--- src/rtl/pipe_arith_vr.sv ---
// pipe_arith_vr: stallable 3-stage pipeline computing F = ((A+B) +/- (C-D)) * D
// at full precision in signed two's complement.
// Uses valid/ready handshakes upstream and downstream. Empty stages fill
// even while the output is stalled.
module pipe_arith_vr #(
    parameter int N     = 10,
    parameter int TAG_W = 4
) (
    input  logic               clk,
    input  logic               rst_n,
    input  logic               in_valid,
    output logic               in_ready,
    input  logic [N-1:0]       in_a,
    input  logic [N-1:0]       in_b,
    input  logic [N-1:0]       in_c,
    input  logic [N-1:0]       in_d,
    input  logic               in_mode,
    input  logic [TAG_W-1:0]   in_tag,
    output logic               out_valid,
    input  logic               out_ready,
    output logic [2*N+1:0]     out_data,
    output logic [TAG_W-1:0]   out_tag,
    output logic               busy
);

    // Stage valid bits; stage 3 is the output register.
    logic               v1_reg, v2_reg, v3_reg;
    // Stage 1 registers.
    logic [N:0]         x1_reg, x2_reg;
    logic [N-1:0]       d1_reg;
    logic               mode1_reg;
    logic [TAG_W-1:0]   tag1_reg;
    // Stage 2 registers.
    logic [N+1:0]       x3_reg;
    logic [N-1:0]       d2_reg;
    logic [TAG_W-1:0]   tag2_reg;
    // Stage 3 registers.
    logic [2*N+1:0]     out_data_reg;
    logic [TAG_W-1:0]   tag3_reg;

    logic               adv1, adv2, adv3;

    // Sign-extended operands and stage results. Plain bit-vector arithmetic
    // on explicitly sign-extended values gives the two's-complement result.
    logic [N:0]         a_ext, b_ext, c_ext, d_ext;
    logic [N:0]         x1_next, x2_next;
    logic [N+1:0]       x1_ext, x2_ext, x3_next;
    logic [2*N+1:0]     x3_wide, d_wide, prod_next;

    assign a_ext   = {in_a[N-1], in_a};
    assign b_ext   = {in_b[N-1], in_b};
    assign c_ext   = {in_c[N-1], in_c};
    assign d_ext   = {in_d[N-1], in_d};
    assign x1_next = a_ext + b_ext;
    assign x2_next = c_ext - d_ext;

    assign x1_ext  = {x1_reg[N], x1_reg};
    assign x2_ext  = {x2_reg[N], x2_reg};
    assign x3_next = mode1_reg ? (x1_ext - x2_ext) : (x1_ext + x2_ext);

    // The low 2N+2 bits of the product of the sign-extended operands are
    // exact, because |x3 * D| always fits in 2N+2 signed bits.
    assign x3_wide   = {{N{x3_reg[N+1]}}, x3_reg};
    assign d_wide    = {{(N+2){d2_reg[N-1]}}, d2_reg};
    assign prod_next = x3_wide * d_wide;

    // A stage may load when it is empty or when its successor is moving.
    assign adv3 = !v3_reg | out_ready;
    assign adv2 = !v2_reg | adv3;
    assign adv1 = !v1_reg | adv2;

    assign in_ready  = adv1;
    assign out_valid = v3_reg;
    assign out_data  = out_data_reg;
    assign out_tag   = tag3_reg;
    assign busy      = v1_reg | v2_reg | v3_reg;

    // Stage 1: capture the two partial sums, D, the mode and the tag.
    always_ff @(posedge clk or negedge rst_n) begin
        if (!rst_n) begin
            v1_reg    <= 1'b0;
            x1_reg    <= '0;
            x2_reg    <= '0;
            d1_reg    <= '0;
            mode1_reg <= 1'b0;
            tag1_reg  <= '0;
        end else if (adv1) begin
            v1_reg    <= in_valid;
            x1_reg    <= x1_next;
            x2_reg    <= x2_next;
            d1_reg    <= in_d;
            mode1_reg <= in_mode;
            tag1_reg  <= in_tag;
        end
    end

    // Stage 2: combine the partial sums; D travels with its own transaction.
    always_ff @(posedge clk or negedge rst_n) begin
        if (!rst_n) begin
            v2_reg   <= 1'b0;
            x3_reg   <= '0;
            d2_reg   <= '0;
            tag2_reg <= '0;
        end else if (adv2) begin
            v2_reg   <= v1_reg;
            x3_reg   <= x3_next;
            d2_reg   <= d1_reg;
            tag2_reg <= tag1_reg;
        end
    end

    // Stage 3: the output register holds the product until it is taken.
    always_ff @(posedge clk or negedge rst_n) begin
        if (!rst_n) begin
            v3_reg       <= 1'b0;
            out_data_reg <= '0;
            tag3_reg     <= '0;
        end else if (adv3) begin
            v3_reg       <= v2_reg;
            out_data_reg <= prod_next;
            tag3_reg     <= tag2_reg;
        end
    end

endmodule

--- config.mk ---
export PLATFORM = sky130hd
export DESIGN_NAME = pipe_arith_vr
export DESIGN_NICKNAME = d
export VERILOG_FILES = /design/src/rtl/pipe_arith_vr.sv
export SDC_FILE = /design/constraint.sdc
export NUM_CORES = 1
export LEC_CHECK = 0
export ABC_CLOCK_PERIOD_IN_PS = 11750
export BUFFER_PORTS_ARGS = -buffer_cell sky130_fd_sc_hd__buf_2
export CORE_MARGIN = 5
export CORE_UTILIZATION = 45
export CTS_CLUSTER_DIAMETER = 80
export DETAILED_ROUTE_END_ITERATION = 10
export GPL_TIMING_DRIVEN = 0
export PLACE_DENSITY = 0.69
export SLEW_MARGIN = 5
export SYNTH_ARGS = -nofsm -noshare
export SYNTH_HDL_FRONTEND = slang
export SYNTH_SLANG_ARGS = --single-unit
--- constraint.sdc ---
create_clock -name clk -period 11.75 [get_ports clk]
set_input_delay 3.525 -clock clk [delete_from_list [all_inputs] [get_ports clk]]
set_output_delay 3.525 -clock clk [all_outputs]
set_load 0.005 [all_outputs]
; ---- Word level (Yosys, flattened, before mapping)
; Cells that the tools add are included.
; W data, S select, Z words.
[classes]
reduce_logical = 3
n_lt_le_gt_ge = 0
div_mod_pow = 0
mux = 1
bitwise_logic = 5
n_eq_ne = 0
n_addsub = 4
n_mul = 1
shift = 0
[op_table]
columns = op, n
row1 = $mul A12 B10 Y22, 1
row2 = $add A11 B11 Y12, 1
row3 = $mux W12, 1
row4 = $sub A11 B11 Y12, 1
row5 = $add A10 B10 Y11, 1
row6 = $sub A10 B10 Y11, 1
row7 = $or A1 B1 Y1, 5
row8 = $logic_not A1 Y1, 3
[word_totals]
out_inout_bits = 29
ff_bits = 92
mem_bits_rw = 0
inputBits = 49
latchBits = 0
mem_count = 0
elab_cells = 27
rom_bits = 0

; ---- Depth between registers and ports, before layout
; Gate-level depths: netlist of run 1.
[depth]
depth_word = 4
mapped_depth = 20
ltp_nobuf = 19

; ---- Worst setup path before layout of run 1
; OpenSTA, ideal clock, no wires.
[synth_timing]
path_kind = input -> output
start = input out_ready
end = output in_ready
n_path_buf = 2
t_arrival_ns = 4.313
setup_slack_ns = 3.912
path_stages = 5
required_time_ns = 8.225
path_cell_list = nor2b_1 -> buf_2 -> and3_1 -> clkinv_1 -> clkbuf_1
[synth_via]
elab_chain_cells = 3
[synth_lines]
columns = element, line
row1 = from (decl), 20  ; input logic out_ready,
row2 = $or A1 B1 Y1, 68  ; assign adv3 = !v3_reg | out_ready;
row3 = $or A1 B1 Y1, 69  ; assign adv2 = !v2_reg | adv3;
row4 = $or A1 B1 Y1, 70  ; assign adv1 = !v1_reg | adv2;
row5 = to (decl), 12  ; output logic in_ready,
; Every way passes these cells.

; ---- Final worst setup path of run 1
; Same ends and word-level chain as after synthesis.

==> results_dict.tcl, run 1 <==
set metrics [dict create \
    status "finished clean" \
    holdPathEnd "out_tag[2]$_DFFE_PN0P_" \
    synth.most_common_cell "nand2_1" \
    crit_arrival_ps 5120 \
    crit_cells 7 \
    clockRootBuffer "clkbuf_16" \
    core.rowCount 53 \
    postCtsSetupBuffers 0 \
    dp.final_hpwl_mm 17.2 \
    synth.distinct_cells 53 \
    ys_seq_area_frac 0.244 \
    path_buf_inv 5 \
    grt.busiest_layer "met2" \
    skew_ps 9.40 \
    grt_pass1_wl_mm 35.8 \
    worstPathRequired_ps 8230 \
    fmax_mhz 116 \
    netlist_area_um2 9450 \
    port_buffers 77 \
    grt_overflow 0 \
    slew_violations 0 \
    rsz0062_at_grt "no" \
    synth_nets 1317 \
    synth_common_cells "nand2_1 (200), inv_1 (173), fa_1 (110)" \
    crit_family "buffers and inverters" \
    synthCells 1073 \
    synth_area_leaders "dfrtp_1 (24%), fa_1 (23%), ha_1 (11%)" \
    hold_path.class "register to register" \
    firstDrtPassIters 4 \
    die_x_um 155 \
    post-route-min-period_ps 8650 \
    holdPathStages 2 \
    met2_usage 0.317 \
    htreeDepth 3 \
    routed-via-count 7190 \
    vias_per_cell 4.99 \
    wl_per_cell_um 14.6 \
    cts-hold-fix-buffers 0 \
    worst_r2r_endpoint "out_data[20]$_DFFE_PN0P_" \
    reg2reg_slack_ps 5960 \
    drive_above_1_share 0.0917 \
    drtIter0Drc 358 \
    grt_max_degree 70 \
    cts_num_sinks 92 \
    met1_usage 0.239 \
    period_share 0.736 \
    die-area_um2 24000 \
    setup_tns_ps 0 \
    slowest_delay_ps 330 \
    min_from "out_tag[2]$_DFFE_PN0P_" \
    synth-edff-count 0 \
    io-pin-count 78 \
    largest_reg_flops 22 \
    cts_resized 0 \
    tightest_slew_ps 650 \
    drc 0 \
    ant_nets 0 \
    gp_congestion 0.864 \
    final_util 0.506 \
    area_growth_pct 11.6 \
    synth-seq-cells 92 \
    worstPathCellList "buf_2, nor2b_1, buf_2, and3_1, clkinv_1, clkbuf_1, buf_2" \
    yosysTopAreaCell "dfrtp_1" \
    insertion_delay_ps 360 \
    path_clk_slew_ps 80 \
    nets 1406 \
    async_reset_ff_frac 1.00 \
    relSlewSlack 0.567 \
    setup_violations 0 \
    avgSynthCellArea_um2 8.80 \
    cts_buffers 9 \
    maxCapViolations 0 \
    path_max_fanout 10 \
    die_y_um 155 \
    slowest_stage "clkbuf_1" \
    hold_viol 0 \
    cts_tree "done" \
    initial_core_util 0.454 \
    synth.top_cell.area_share 0.244 \
    diodes 0 \
    clk_path_buf_depth 2 \
    crit_path_end_kind "output port" \
    r2r_start "d2_reg[1]$_DFFE_PN0P_" \
    reg2regPathDepth 20 \
    grt_util_all_layers 0.183 \
    grtUsageMet3 0.0339 \
    crit_path_frequent_cell "buf_2" \
    grt_pass1_vias 7312 \
    ys.flop_type "dfrtp_1" \
    crit_type "input port to output port" \
    nFillCells 1991 \
    cp-start-kind "input port" \
    antenna_found_initial 0 \
    wl_mm 21.0 \
    yosys_warnings 0 \
    core_region_area_um2 20800 \
]
## how the worst max path moves through the flow
stage | from | end | slack, ps
after CTS | out_ready | in_ready | 3110
final | out_ready | in_ready | 3100
after global placement | out_ready | in_ready | 3120
after detailed placement | out_ready | in_ready | 3120
after floorplan | out_ready | in_ready | 3910
after global routing | out_ready | in_ready | 3030
## cells in the final DEF, fill, tap and decap left out, drive strengths merged, types with 5 or more instances in the layout
cell      n
nand2   200
inv     177
fa      110
dfrtp    92
ha       85
buf      80
o21ai    57
a21oi    53
clkbuf   50
and2     45
nor2     45
xnor2    32
xor2     16
nand2b   13
a211oi   10
o31ai    10
o21bai    9
nor3      8
a21o      6
nand3     6
o21a      6
nor2b     5
or3       5
o211ai    5
## routing by layer
layer	part of all wire	wire, µm	vias to the layer above
met1	0.44	9200	3439
met5	0	0	-
met3	0.049	1020	28
met2	0.50	10400	151
li1	-	-	3572
met4	0.017	353	0
## per-stage QoR
step	worst slack [ps]	area, µm²	hold slack [ps]	std cells
final	3100	10500	465	1442
after global routing	3030	10500	489	1442
after CTS	3110	10500	468	1442
after detailed placement	3120	10200	450	1426
after global placement	3120	10200	447	1425
after floorplan	3910	9450	439	1073
## worst min-delay path: stages (launching register included)
cell and delay (ps):
dfrtp_1 340, nand2_1 50, nand2_1 50
## kinds of logic after synthesis
family / share of synthesized area
xor gates and xnor gates: 0.0445
and+or+nand+nor: 0.166
adders and majority gates: 0.346
muxes: 0.00106
DFF: 0.244
buffers and inverters: 0.0868
AOI/OAI and AO/OA: 0.112
## layout make-up
class                           count  area [µm²]  share of cell area
Buffer                             43         163              0.0154
Sequential cell                    92        2300               0.218
Inverter                          175         657              0.0623
Timing Repair Buffer               78         415              0.0394
Multi-Input combinational cell    763        6320               0.600
Tap cell                          275         344              0.0326
Clock buffer                        9         225              0.0214
Clock inverter                      7         114              0.0108
Power of run 1 is left out: the tool's default activity adds up to more than one toggle a clock period on the data nets, which glitch-free logic cannot reach.
==> run 2: changes to the inputs <==
--- a/config.mk
+++ b/config.mk
@@ -5,14 +5,14 @@
 export SDC_FILE = /design/constraint.sdc
 export NUM_CORES = 1
 export LEC_CHECK = 0
-export ABC_CLOCK_PERIOD_IN_PS = 11750
+export ABC_CLOCK_PERIOD_IN_PS = 7100
 export BUFFER_PORTS_ARGS = -buffer_cell sky130_fd_sc_hd__buf_2
 export CORE_MARGIN = 5
 export CORE_UTILIZATION = 45
 export CTS_CLUSTER_DIAMETER = 80
 export DETAILED_ROUTE_END_ITERATION = 10
 export GPL_TIMING_DRIVEN = 0
-export PLACE_DENSITY = 0.69
+export PLACE_DENSITY = 0.71
 export SLEW_MARGIN = 5
 export SYNTH_ARGS = -nofsm -noshare
 export SYNTH_HDL_FRONTEND = slang
==> constraint.sdc (replaced) <==
create_clock -name clk -period 7.1 [get_ports clk]
set_input_delay 2.13 -clock clk [delete_from_list [all_inputs] [get_ports clk]]
set_output_delay 2.13 -clock clk [all_outputs]
set_load 0.005 [all_outputs]
==> results_dict.tcl, run 2 (same netlist as run 1, synthesis figures left out) <==
set metrics [dict create \
    path_max_fanout 10 \
    drc 0 \
    cts_tree "done" \
    ant_nets 0 \
    cts-hold-fix-buffers 0 \
    hold_ws_ps 460 \
    antenna_found_initial 0 \
    core_region_area_um2 20800 \
    postCtsSetupBuffers 0 \
    gp_congestion 0.867 \
    insertion_delay_ps 360 \
    fmax_mhz 172 \
    drtIter0Drc 434 \
    hold_path.class "register to register" \
    nFillCells 1953 \
    hold_viol 0 \
    htreeDepth 3 \
    period_share 0.820 \
    most-common-layout-cells "nand2_1 (200), inv_1 (173), fa_1 (110)" \
    place_ws_ps 1270 \
    path_clk_slew_ps 70 \
    setup_tns_ps 0 \
    worstPathRequired_ps 7350 \
    initial_core_util 0.454 \
    layout_commonest_cell "nand2_1" \
    maxCapViolations 0 \
    relSlewSlack 0.569 \
    crit_type "register to register" \
    io-pin-count 78 \
    grt_max_degree 70 \
    status "finished clean" \
    core.rowCount 53 \
    cts_num_sinks 92 \
    setup_violations 0 \
    cts_buffers 9 \
    area_growth_pct 11.6 \
    multi_input_area_um2 6320 \
    diodes 0 \
    grt_util_all_layers 0.186 \
    clockRootBuffer "clkbuf_16" \
    crit_arrival_ps 6070 \
    cp-start-kind "register" \
    grt_overflow 0 \
    wl_per_cell_um 14.5 \
    die-area_um2 24000 \
    clk_path_buf_depth 2 \
    drive_above_1_share 0.0908 \
    setup_slack_ps 1280 \
    nets 1406 \
    tightest_slew_ps 647 \
    cts_resized 0 \
    regArea_um2 2300 \
    largest_reg_flops 22 \
    vias_per_cell 5.03 \
    dp.final_hpwl_mm 17.0 \
    die_x_um 155 \
    firstDrtPassIters 5 \
    skew_ps 7.55 \
    rsz0062_at_grt "no" \
    post-route-min-period_ps 5820 \
    slew_violations 0 \
    grt_pass1_wl_mm 36.5 \
    crit_path_end_kind "register" \
    wl_mm 20.9 \
    die_y_um 155 \
    grt_pass1_vias 7622 \
    port_buffers 77 \
    routed-via-count 7253 \
]
==> run 2: per-layer routing <==
metal / GRT usage / wire (µm) / up-vias
li1: - / - / 3571
met2: 0.322 / 10300 / 183
met1: 0.236 / 8990 / 3468
met4: 0.0437 / 362 / 0
met5: 0 / 0 / -
met3: 0.0437 / 1240 / 31
==> run 2: layout make-up <==
class,count,share of cell area
repair buffers,78,0.0394
clock buffers,10,0.0217
multi-input cells,763,0.600
clock inverters,6,0.00974
flip-flops and latches,92,0.219
well taps,275,0.0327
plain buffers,43,0.0154
inverters,175,0.0623
==> run 2: worst paths after layout <==
check,to,startpoint,depth (start not counted),slack [ps]
worst max-delay path,out_data[20]$_DFFE_PN0P_,d2_reg[2]$_DFFE_PN0P_,20,1280
worst min-delay path,out_data[4]$_DFFE_PN0P_,out_data[4]$_DFFE_PN0P_,2,460
worst max register to register,out_data[20]$_DFFE_PN0P_,d2_reg[2]$_DFFE_PN0P_,20,1280
worst min register to register,out_data[4]$_DFFE_PN0P_,out_data[4]$_DFFE_PN0P_,2,460
max in group asynchronous,x1_reg[0]$_DFFE_PN0P_,rst_n,2,4780
min in group asynchronous,out_data[6]$_DFFE_PN0P_,rst_n,1,1680
==> run 2: worst max-delay path, stage by stage, from the launching register on <==
cell,delay (ps)
dfrtp_1,470
clkbuf_1,410
nand2_1,160
fa_1,560
inv_1,60
fa_1,490
inv_1,60
fa_1,530
inv_1,50
fa_1,470
inv_1,50
fa_1,470
inv_1,40
ha_1,320
nand4_1,130
nor2_1,60
a21oi_1,370
o21ai_0,220
o311ai_0,430
a21oi_1,130
o31ai_1,250
==> run 2: per-stage QoR <==
stage,instances,util,area [µm²]
CTS,1442,0.506,10500
detailed placement,1426,0.490,10200
global placement,1425,0.489,10200
global route,1442,0.506,10500
floorplan,1073,-,9450
finish,1442,0.506,10500
Power of run 2 is left out for the same reason.
==> run 3: changes to the inputs <==
--- a/config.mk
+++ b/config.mk
@@ -5,14 +5,14 @@
 export SDC_FILE = /design/constraint.sdc
 export NUM_CORES = 1
 export LEC_CHECK = 0
-export ABC_CLOCK_PERIOD_IN_PS = 7100
+export ABC_CLOCK_PERIOD_IN_PS = 5900
 export BUFFER_PORTS_ARGS = -buffer_cell sky130_fd_sc_hd__buf_2
 export CORE_MARGIN = 5
 export CORE_UTILIZATION = 45
 export CTS_CLUSTER_DIAMETER = 80
 export DETAILED_ROUTE_END_ITERATION = 10
 export GPL_TIMING_DRIVEN = 0
-export PLACE_DENSITY = 0.71
+export PLACE_DENSITY = 0.69
 export SLEW_MARGIN = 5
 export SYNTH_ARGS = -nofsm -noshare
 export SYNTH_HDL_FRONTEND = slang
==> constraint.sdc (replaced) <==
create_clock -name clk -period 5.9 [get_ports clk]
set_input_delay 1.77 -clock clk [delete_from_list [all_inputs] [get_ports clk]]
set_output_delay 1.77 -clock clk [all_outputs]
set_load 0.005 [all_outputs]
==> results_dict.tcl, run 3 (same netlist as run 1, synthesis figures left out) <==
set metrics [dict create \
    endpoint "out_data[21]$_DFFE_PN0P_" \
    post-route-min-period_ps 5530 \
    clockRootBuffer "clkbuf_16" \
    core.rowCount 53 \
    cp-start-kind "register" \
    wl_per_cell_um 14.5 \
    status "finished clean" \
    met2_usage 0.317 \
    layout_commonest_cell "nand2_1" \
    crit_cells 19 \
    regArea_um2 2300 \
    crit_start "d2_reg[4]$_DFFE_PN0P_" \
    setup_tns_ps 0 \
    dp.final_hpwl_mm 17.2 \
    routed-via-count 7167 \
    crit_path_end_kind "register" \
    crit_family "adder cells" \
    postCtsSetupBuffers 0 \
    drc 0 \
    nets 1403 \
    drive_above_1_share 0.0962 \
    vias_per_cell 4.98 \
    core_region_area_um2 20800 \
    tightest_slew_ps 658 \
    hold_viol 0 \
    grt_pass1_vias 7312 \
    antenna_found_initial 0 \
    initial_core_util 0.454 \
    path_buf_inv 5 \
    port_buffers 77 \
    ant_nets 0 \
    grt_max_degree 70 \
    worstPathCellList "clkbuf_1, and2_1, fa_1, inv_1, fa_1, inv_1, fa_1, fa_1, inv_1, fa_1, inv_1, ha_1, and4_4, a2111oi_2, a2bb2oi_2, o21ai_2, o211ai_2, a21oi_1, o31ai_2" \
    htreeDepth 3 \
    area_growth_pct 11.6 \
    path_max_fanout 10 \
    firstDrtPassIters 5 \
    hold_path.class "register to register" \
    multi_input_area_um2 6330 \
    grt_overflow 0 \
    clk_path_buf_depth 2 \
    gp_congestion 0.864 \
    grt_pass1_wl_mm 35.8 \
    most-common-layout-cells "nand2_1 (200), inv_1 (173), fa_1 (110)" \
    relSlewSlack 0.561 \
    io-pin-count 78 \
    crit_path_frequent_cell "fa_1" \
    setup_violations 0 \
    diodes 0 \
    slowest_stage "fa_1" \
    worstPathRequired_ps 6180 \
    die_x_um 155 \
    largest_reg_flops 22 \
    r2r_start "d2_reg[4]$_DFFE_PN0P_" \
    path_clk_slew_ps 80 \
    insertion_delay_ps 360 \
    cts_buffers 9 \
    cts_num_sinks 92 \
    met1_usage 0.239 \
    wl_mm 20.9 \
    slowest_delay_ps 550 \
    reg2reg_slack_ps 370 \
    nFillCells 1991 \
    period_share 0.938 \
    grt.busiest_layer "met2" \
    fmax_mhz 181 \
    reg2regPathDepth 19 \
    drtIter0Drc 405 \
    maxCapViolations 0 \
    min_from "out_tag[2]$_DFFE_PN0P_" \
    die-area_um2 24000 \
    crit_type "register to register" \
    die_y_um 155 \
    crit_arrival_ps 5810 \
    worst_r2r_endpoint "out_data[21]$_DFFE_PN0P_" \
    fin_cells 1439 \
    grt_util_all_layers 0.183 \
    final_util 0.506 \
    cts_tree "done" \
    place_inst 1426 \
    skew_ps 9.01 \
    rsz0062_at_grt "no" \
    slew_violations 0 \
    grtUsageMet3 0.0339 \
]
run 3: worst reg2reg max path, delay by kind of cell (launching register included):
family	cells	cell delay (ps)
AOI/OAI and AO/OA	6	1300
adders and majority gates	6	2830
buffers and inverters	5	490
DFF	1	390
and+or+nand+nor	2	440
run 3: worst min-delay path by stage:
stage	endpoint	cells past startpoint
global route	out_tag[2]$_DFFE_PN0P_	2
global placement	out_tag[0]$_DFFE_PN0P_	2
detailed placement	out_tag[2]$_DFFE_PN0P_	2
floorplan	d1_reg[0]$_DFFE_PN0P_	2
CTS	out_tag[2]$_DFFE_PN0P_	2
finish	out_tag[2]$_DFFE_PN0P_	2
run 3: final cells by class:
type                       instances  area share
multi-input combinational        763       0.600
sequential                        92       0.218
inverter                         175      0.0623
timing repair buffer              78      0.0394
tap                              275      0.0326
clock buffer                       9      0.0214
buffer                            40      0.0148
clock inverter                     7      0.0108
run 3: what timing repair did:
action | CTS | global route
hold buffers | 0 | 0
resized for setup | 0 | 9
endpoints found under the setup margin | 0 | 1
run 3: per-layer routing:
layer	wire [µm]	vias up	share of wire
met2	10400	162	0.50
met4	361	0	0.017
li1	-	3568	-
met1	9080	3414	0.43
met3	1100	23	0.052
met5	0	-	0
run 3: per-stage QoR:
stage               area, µm²  hold WS (ps)  worst slack (ps)
floorplan                9450           439               836
global placement        10200           447               211
detailed placement      10200           450               117
CTS                     10500           468              74.2
global route            10500           489              75.4
finish                  10500           464               367
Power of run 3 is left out for the same reason.
